==> config.mk <==
export PLATFORM = sky130hd
export DESIGN_NAME = pipe_stage_reg
export DESIGN_NICKNAME = d
export VERILOG_FILES = /design/src/rtl/pipe_stage_reg.sv
export SDC_FILE = /design/constraint.sdc
export NUM_CORES = 1
export LEC_CHECK = 0
export ABC_AREA = 1
export BUFFER_PORTS_ARGS = -buffer_cell sky130_fd_sc_hd__buf_2
export CELL_PAD_IN_SITES_DETAIL_PLACEMENT = 1
export CELL_PAD_IN_SITES_GLOBAL_PLACEMENT = 1
export CORE_AREA = 2 2 192 194
export DETAILED_ROUTE_END_ITERATION = 8
export DIE_AREA = 0 0 194 196
export PLACE_DENSITY = 0.84
export SETUP_SLACK_MARGIN = 0.05
export SLEW_MARGIN = 20
export SYNTH_ARGS = -nofsm -noshare
export SYNTH_HDL_FRONTEND = slang
export SYNTH_SLANG_ARGS = --single-unit
==> constraint.sdc <==
create_clock -name clk -period 4.7 [get_ports clk]
set_input_delay 0 -clock clk [delete_from_list [all_inputs] [get_ports clk]]
set_output_delay 0 -clock clk [all_outputs]
set_load 0.1 [all_outputs]
==> src/rtl/pipe_stage_reg.sv <==
// rtl/pipe_stage_reg.sv - parametrised pipeline stage register with valid/ready, skid entry, flush and stall counter
module pipe_stage_reg #(
  parameter int DATA_WIDTH     = 32,
  parameter int REGISTER_WIDTH = 5,
  parameter int NUM_DATA       = 4,
  parameter int SKID_EN        = 1,
  parameter int CNT_WIDTH      = 16
) (
  input  logic                           clk,
  input  logic                           rst_n,
  input  logic                           valid_i,
  output logic                           ready_o,
  input  logic [NUM_DATA*DATA_WIDTH-1:0] data_i,
  input  logic [REGISTER_WIDTH-1:0]      rd_i,
  input  logic [1:0]                     result_src_i,
  input  logic                           reg_write_i,
  input  logic                           flush_i,
  output logic                           valid_o,
  input  logic                           ready_i,
  output logic [NUM_DATA*DATA_WIDTH-1:0] data_o,
  output logic [REGISTER_WIDTH-1:0]      rd_o,
  output logic [1:0]                     result_src_o,
  output logic                           reg_write_o,
  output logic [CNT_WIDTH-1:0]           stall_cnt_o
);

  localparam int PW = NUM_DATA*DATA_WIDTH + REGISTER_WIDTH + 3;

  typedef enum logic [1:0] {
    EMPTY = 2'd0,
    FULL  = 2'd1,
    SKID  = 2'd2
  } state_t;

  state_t               state;
  state_t               state_next;
  logic [PW-1:0]        main_q;
  logic [PW-1:0]        skid_q;
  logic [PW-1:0]        in_bus;
  logic                 load_main_in;
  logic                 load_main_skid;
  logic                 load_skid;
  logic                 reg_write_main;
  logic [CNT_WIDTH-1:0] stall_cnt;

  assign in_bus = {data_i, rd_i, result_src_i, reg_write_i};

  always_ff @(posedge clk or negedge rst_n) begin
    if (!rst_n) begin
      state <= EMPTY;
    end else begin
      state <= state_next;
    end
  end

  always_comb begin
    state_next = state;
    if (flush_i) begin
      state_next = EMPTY;
    end else if (SKID_EN != 0) begin
      case (state)
        EMPTY: if (valid_i) state_next = FULL;
        FULL: begin
          if (ready_i && !valid_i) begin
            state_next = EMPTY;
          end else if (valid_i && !ready_i) begin
            state_next = SKID;
          end
        end
        SKID: if (ready_i) state_next = FULL;
        default: state_next = EMPTY;
      endcase
    end else begin
      // Without a skid entry the stage only ever holds one beat.
      if (valid_i && (ready_i || state == EMPTY)) begin
        state_next = FULL;
      end else if (state != EMPTY && ready_i) begin
        state_next = EMPTY;
      end
    end
  end

  always_comb begin
    valid_o        = (state != EMPTY);
    ready_o        = (SKID_EN != 0) ? (state != SKID) : (ready_i || state == EMPTY);
    load_main_in   = 1'b0;
    load_main_skid = 1'b0;
    load_skid      = 1'b0;
    if (!flush_i) begin
      if (SKID_EN != 0) begin
        case (state)
          EMPTY: load_main_in = valid_i;
          FULL: begin
            load_main_in = valid_i && ready_i;
            load_skid    = valid_i && !ready_i;
          end
          SKID: load_main_skid = ready_i;
          default: load_main_in = 1'b0;
        endcase
      end else begin
        load_main_in = valid_i && (ready_i || state == EMPTY);
      end
    end
  end

  always_ff @(posedge clk or negedge rst_n) begin
    if (!rst_n) begin
      main_q <= '0;
    end else if (load_main_in) begin
      main_q <= in_bus;
    end else if (load_main_skid) begin
      main_q <= skid_q;
    end
  end

  always_ff @(posedge clk or negedge rst_n) begin
    if (!rst_n) begin
      skid_q <= '0;
    end else if (load_skid) begin
      skid_q <= in_bus;
    end
  end

  // Counts every held cycle, flushed or not; only reset clears it.
  always_ff @(posedge clk or negedge rst_n) begin
    if (!rst_n) begin
      stall_cnt <= '0;
    end else if (valid_o && !ready_i && stall_cnt != {CNT_WIDTH{1'b1}}) begin
      stall_cnt <= stall_cnt + CNT_WIDTH'(1);
    end
  end

  assign {data_o, rd_o, result_src_o, reg_write_main} = main_q;
  assign reg_write_o = reg_write_main && valid_o;
  assign stall_cnt_o = stall_cnt;

endmodule

==> Word-level counts from Yosys, hierarchy flattened <==
Index checks and enable logic that the tools add are counted.
{ "word_totals": {"register_bits": 290, "in_bits": 141, "out_inout_bits": 154, "elab_cells": 38} }
{ "classes": {"add_sub_neg": 1, "eq_ne": 7, "mux": 14, "n_reduce_logical": 12} }
{ "op_table": {"columns": ["cell", "count"], "rows": [
  ["$mux 136", 2],
  ["$add 16x1->16 const B", 1],
  ["$ne 16x16->1 const B", 1],
  ["$mux 2", 5],
  ["$logic_and 1x1->1", 6],
  ["$ne 3x3->1 const B", 2],
  ["$pmux 2 s3", 1],
  ["$mux 1", 5],
  ["$ne 4x4->1 const B", 1],
  ["$reduce_bool 2->1", 2],
  ["$reduce_and 3->1", 1],
  ["$eq 2x1->1 const B", 1],
  ["$eq 2x2->1 const B", 1],
  ["$logic_not 1->1", 2],
  ["$logic_not 2->1", 1],
  ["$ne 2x2->1 const B", 1],
  ["$pmux 1 s2", 1]
]} }

==> Longest topological paths before layout <==
{ "depth": {"depth_word": 6, "ltp_mapped": 9, "depth_no_buf": 8} }

==> Worst setup path after synthesis <==
OpenSTA, ideal clock, no wires.
{ "synth_timing": {"path_type": "register to register", "startpoint": "register stall_cnt[0] (netlist: stall_cnt_o[0])", "endpoint": "register stall_cnt[10] (netlist: stall_cnt_o[10])", "setup_time_ps": 128, "arrival_time_ps": 2151, "required_time_ps": 4572, "slack_ps": 2421, "path_stages_with_launch": 10, "path_buffers": 1, "period_less_slack_ps": 2279, "path_cell_list": "dfrtp_1 -> ha_1 -> inv_1 -> nor2_1 -> nand3_1 -> nand2_2 -> nand2_1 -> buf_2 -> nand2_1 -> o21ai_0"} }
{ "synth_via": {"elab_chain_cells": 2, "word_cells_on_any_way": 3, "cone_classes": "add/sub (1); eq/ne (1); reduce/logical (1)"} }
{ "synth_lines": {"columns": ["element", "line_no", "text"], "rows": [
  ["from (decl)", "44", "logic [CNT_WIDTH-1:0] stall_cnt;"],
  ["from (signal assigned)", "129", "stall_cnt <= stall_cnt + CNT_WIDTH'(1);"],
  ["parallel branches: the longest is 2 deep, another holds $add 16x1->16", null, null]
]} }
Parallel ways; which one is timed is not known.
A chain may end at the register's enable or synchronous reset.

==> Worst setup path after layout <==
{ "layout_timing": {"startpoint": "register state[0]", "endpoint": "register main_q[107]"} }
{ "layout_via": {"elab_chain_cells": 4, "word_cells_on_any_way": 9, "cone_classes": "eq/ne (2); mux (5); reduce/logical (2)"} }
{ "layout_lines": {"columns": ["element", "line_no", "text"], "rows": [
  ["from (decl)", "35", "state_t state;"],
  ["from (signal assigned)", "52", "state <= state_next;"],
  ["$eq 2x1->1, or another cell as far along", "91", "case (state)"],
  ["$pmux 1 s2 or $mux 1 (tied branches)", "91", null],
  ["$mux 1", "89", "if (!flush_i) begin"],
  ["$mux 136 or $reduce_bool 2->1 (tied branches)", null, null],
  ["to (signal assigned)", "110", "main_q <= in_bus;"],
  ["to (signal assigned)", "112", "main_q <= skid_q;"],
  ["to (decl)", "37", "logic [PW-1:0] main_q;"]
]} }
Several ways; a longest one is shown, not always the timed one.

==> impl_metrics.py <==
metrics = {
    "clock_tree": {
        "clk_pin_slew_ns": 0.06,
        "clk_latency_ns": 0.52,
        "cts-buffers-inserted": 35,
        "cts_sinks": 290,
        "cts_buffer_depth": 3,
        "cts_tree": "built",
        "ctsResizeCount": 0,
        "cts-root-buf": "clkbuf_16",
        "htreeDepth": 2,
        "holdBufCountCts": 139,
        "cts_setup_buffers": 0,
    },
    "timing": {
        "slew_headroom_pct": 32.95,
        "skew_ns": 0.01718,
        "timing.final.crit_period_ns": 2.847,
        "rsz0062_at_grt": "false",
        "tightest_slew_ns": 1.006,
        "setup_viol": 0,
        "hold_viol_final": 0,
        "timing.hold.ws_ns": 0.07966,
        "finalMaxSlewViolations": 0,
        "clock.fmax_mhz": 351.3,
        "fin_ws_ns": 1.853,
        "finalCritPeriodShare_pct": 60.57,
        "tns_ns": 0,
    },
    "synthesis": {
        "synth_edf_count": 0,
        "netlist_area_mm2": 0.01415,
        "synth-seq-cells": 290,
        "synth_seq_area_share_pct": 51.27,
        "synth_cells": 1755,
        "synth_compound_area_share_pct": 7.080,
        "synth_mux_area_share_pct": 0,
        "synth-xor-area-share_pct": 0.4950,
        "synthFlopType": "dfrtp_1",
        "synth-simple-area-share_pct": 25.74,
        "synthDistinctLibCells": 22,
        "async_reset_ff_share_pct": 100.0,
        "synth_top_family_by_area": "simple AND/OR/NAND/NOR gates",
        "syn_area_per_cell_um2": 8.065,
        "synth_nets": 1897,
        "yosysWarnings": 0,
        "synth_fa_ha_area_share_pct": 0.08839,
    },
    "cells_and_area": {
        "final_common_cell": "nand2_1",
        "fin_area_mm2": 0.01749,
        "drive_gt1_share_pct": 18.46,
        "layout_common_cells": "nand2_1 (424), nand3_1 (361), buf_2 (293), dfrtp_1 (290), inv_1 (175)",
        "nNetsFinal": 2132,
        "syn2layout_area_growth_pct": 23.56,
    },
    "setup_path": {
        "cp.required_ns": 5.08,
        "cp_data_arrival_time_ns": 3.23,
        "criticalPathCategory": "reg2reg",
        "worstPathMaxFanout": 55,
        "cp_slowest_cell": "buf_4",
        "endpoint_kind": "register",
        "critical-path-max-stage-delay_ns": 0.53,
        "path_cells": "nor2_4, buf_4, nand2_4, buf_4, nand2_1, nand3_1, o21ai_0, inv_1",
        "crit_top_cell": "buf_4",
        "startpoint_type": "register",
    },
    "global_routing": {
        "grt_first_pass_wirelength_um": 75840,
        "grt_overflow": 0,
        "grt_max_degree": 161,
        "antenna_found_initial": 7,
        "grtUsageTotal_pct": 24.72,
        "grt_pass1_vias": 13970,
    },
    "run_status": {
        "status": "finished, final reports clean",
    },
    "drt": {
        "drcViolationCount": 0,
        "vias": 13080,
        "vias_per_cell": 5.253,
        "wirelength_um": 47450,
        "firstDrtPassIters": 5,
        "ant_nets": 0,
        "first_iter_violations": 762,
        "wl_per_cell_um": 19.06,
    },
    "power": {
        "power_frac_seq_pct": 35.0,
        "leakage_nw": 9.040,
        "switching_power_mw": 4.678,
        "power.density_mw_per_mm2": 589.3,
        "ir_drop_mv": 0.4171,
        "pwr-share-clk_pct": 27.2,
        "combPwrFrac_pct": 37.7,
        "power.total_mw": 10.31,
        "intPower_mw": 5.628,
        "swShare_pct": 45.39,
    },
    "die": {
        "die_w_um": 194,
        "dieArea_mm2": 0.03802,
        "fp-row-count": 70,
        "initial_core_util_pct": 39.23,
        "core_area_mm2": 0.03608,
        "io_pins": 295,
        "die_h_um": 196,
    },
    "placed_design": {
        "port_buffers": 294,
        "dpl_cell_area_mm2": 0.01488,
        "post-place-ws_ns": 1.962,
        "gp_congestion": 0.7733,
        "dp_hpwl_um": 26330,
    },
    "hold_path": {
        "hold_class": "in2async",
    },
    "job": {
        "max_cap_viol_count": 0,
    },
}
## cell families after synthesis
| family | after synthesis |
|---|---|
| AO/OA/AOI/OAI | 189 |
| flip-flops | 290 |
| XOR/XNOR | 8 |
| adder cells (fa/ha/maj) | 1 |
| AND/OR/NAND/NOR | 842 |
| buffers and inverters | 425 |
## layout make-up
class / instances / area [µm²]
repair buffers: 447 / 3007
well taps: 468 / 585.6
fillers: 4308 / 18600
diodes: 7 / 17.52
inverters: 176 / 663.1
flip-flops and latches: 290 / 7257
clock buffers: 53 / 1076
multi-input cells: 1040 / 4763
clock inverters: 9 / 120.1
## synth_stat cells (5+ instances only)
| library cell | number | area share, % |
|---|---|---|
| a21oi_1 | 23 | 0.81 |
| buf_2 | 54 | 1.9 |
| buf_4 | 135 | 7.2 |
| clkbuf_1 | 59 | 1.6 |
| dfrtp_1 | 290 | 51 |
| inv_1 | 175 | 4.6 |
| nand2_1 | 427 | 11 |
| nand3_1 | 361 | 13 |
| nand4_1 | 5 | 0.22 |
| nor2_1 | 45 | 1.2 |
| o211ai_1 | 21 | 1.1 |
| o21ai_0 | 137 | 4.8 |
| o21ai_1 | 7 | 0.25 |
| xor2_1 | 8 | 0.50 |
## critical path: cells and delay by family, from the launching register on
family / cells / cell delay (ns)
compound gates: 1 / 0.16
flops: 1 / 0.43
simple gates: 4 / 0.88
buf+inv: 3 / 1.16
## power by group through the flow
stage,clock [mW],combinational (mW),sequential [mW]
floorplan,0,3.14,3.76
global placement,0,3.64,3.58
detailed placement,0,3.74,3.62
CTS,2.87,3.85,3.59
global route,2.97,4.13,3.68
finish,2.81,3.89,3.61
## sequential cells by signal (all words and copies together) (netlist names)
register	flops
state	2
skid_q	136
main_q	136
stall_cnt_o	16
## layer usage
metal | vias up | routed length [µm] | track usage [%]
li1 | 5965 | - | -
met1 | 6568 | 19540 | 30.76
met2 | 425 | 23720 | 42.76
met3 | 121 | 2530 | 4.745
met5 | - | 0 | 0
met4 | 0 | 1659 | 9.175
## through the flow
step | cells | utilization, %
final | 2490 | 48.47
after global routing | 2490 | 48.47
after global placement | 2282 | 41.24
after CTS | 2483 | 48.42
after floorplan | 1755 | -
after detailed placement | 2282 | 41.25
## final timing paths
kind	startpoint	to	slack (ns)	cells past startpoint
max	state[0]	main_q[107]	1.85	8
min	rst_n	main_q[40]	0.08	2
max reg2reg	state[0]	main_q[107]	1.85	8
min reg2reg	skid_q[39]	skid_q[39]	0.47	2
max in group asynchronous	rst_n	skid_q[97]	3.23	3
min in group clk	flush_i	skid_q[13]	0.18	5
(Power assumes the default switching activity.)
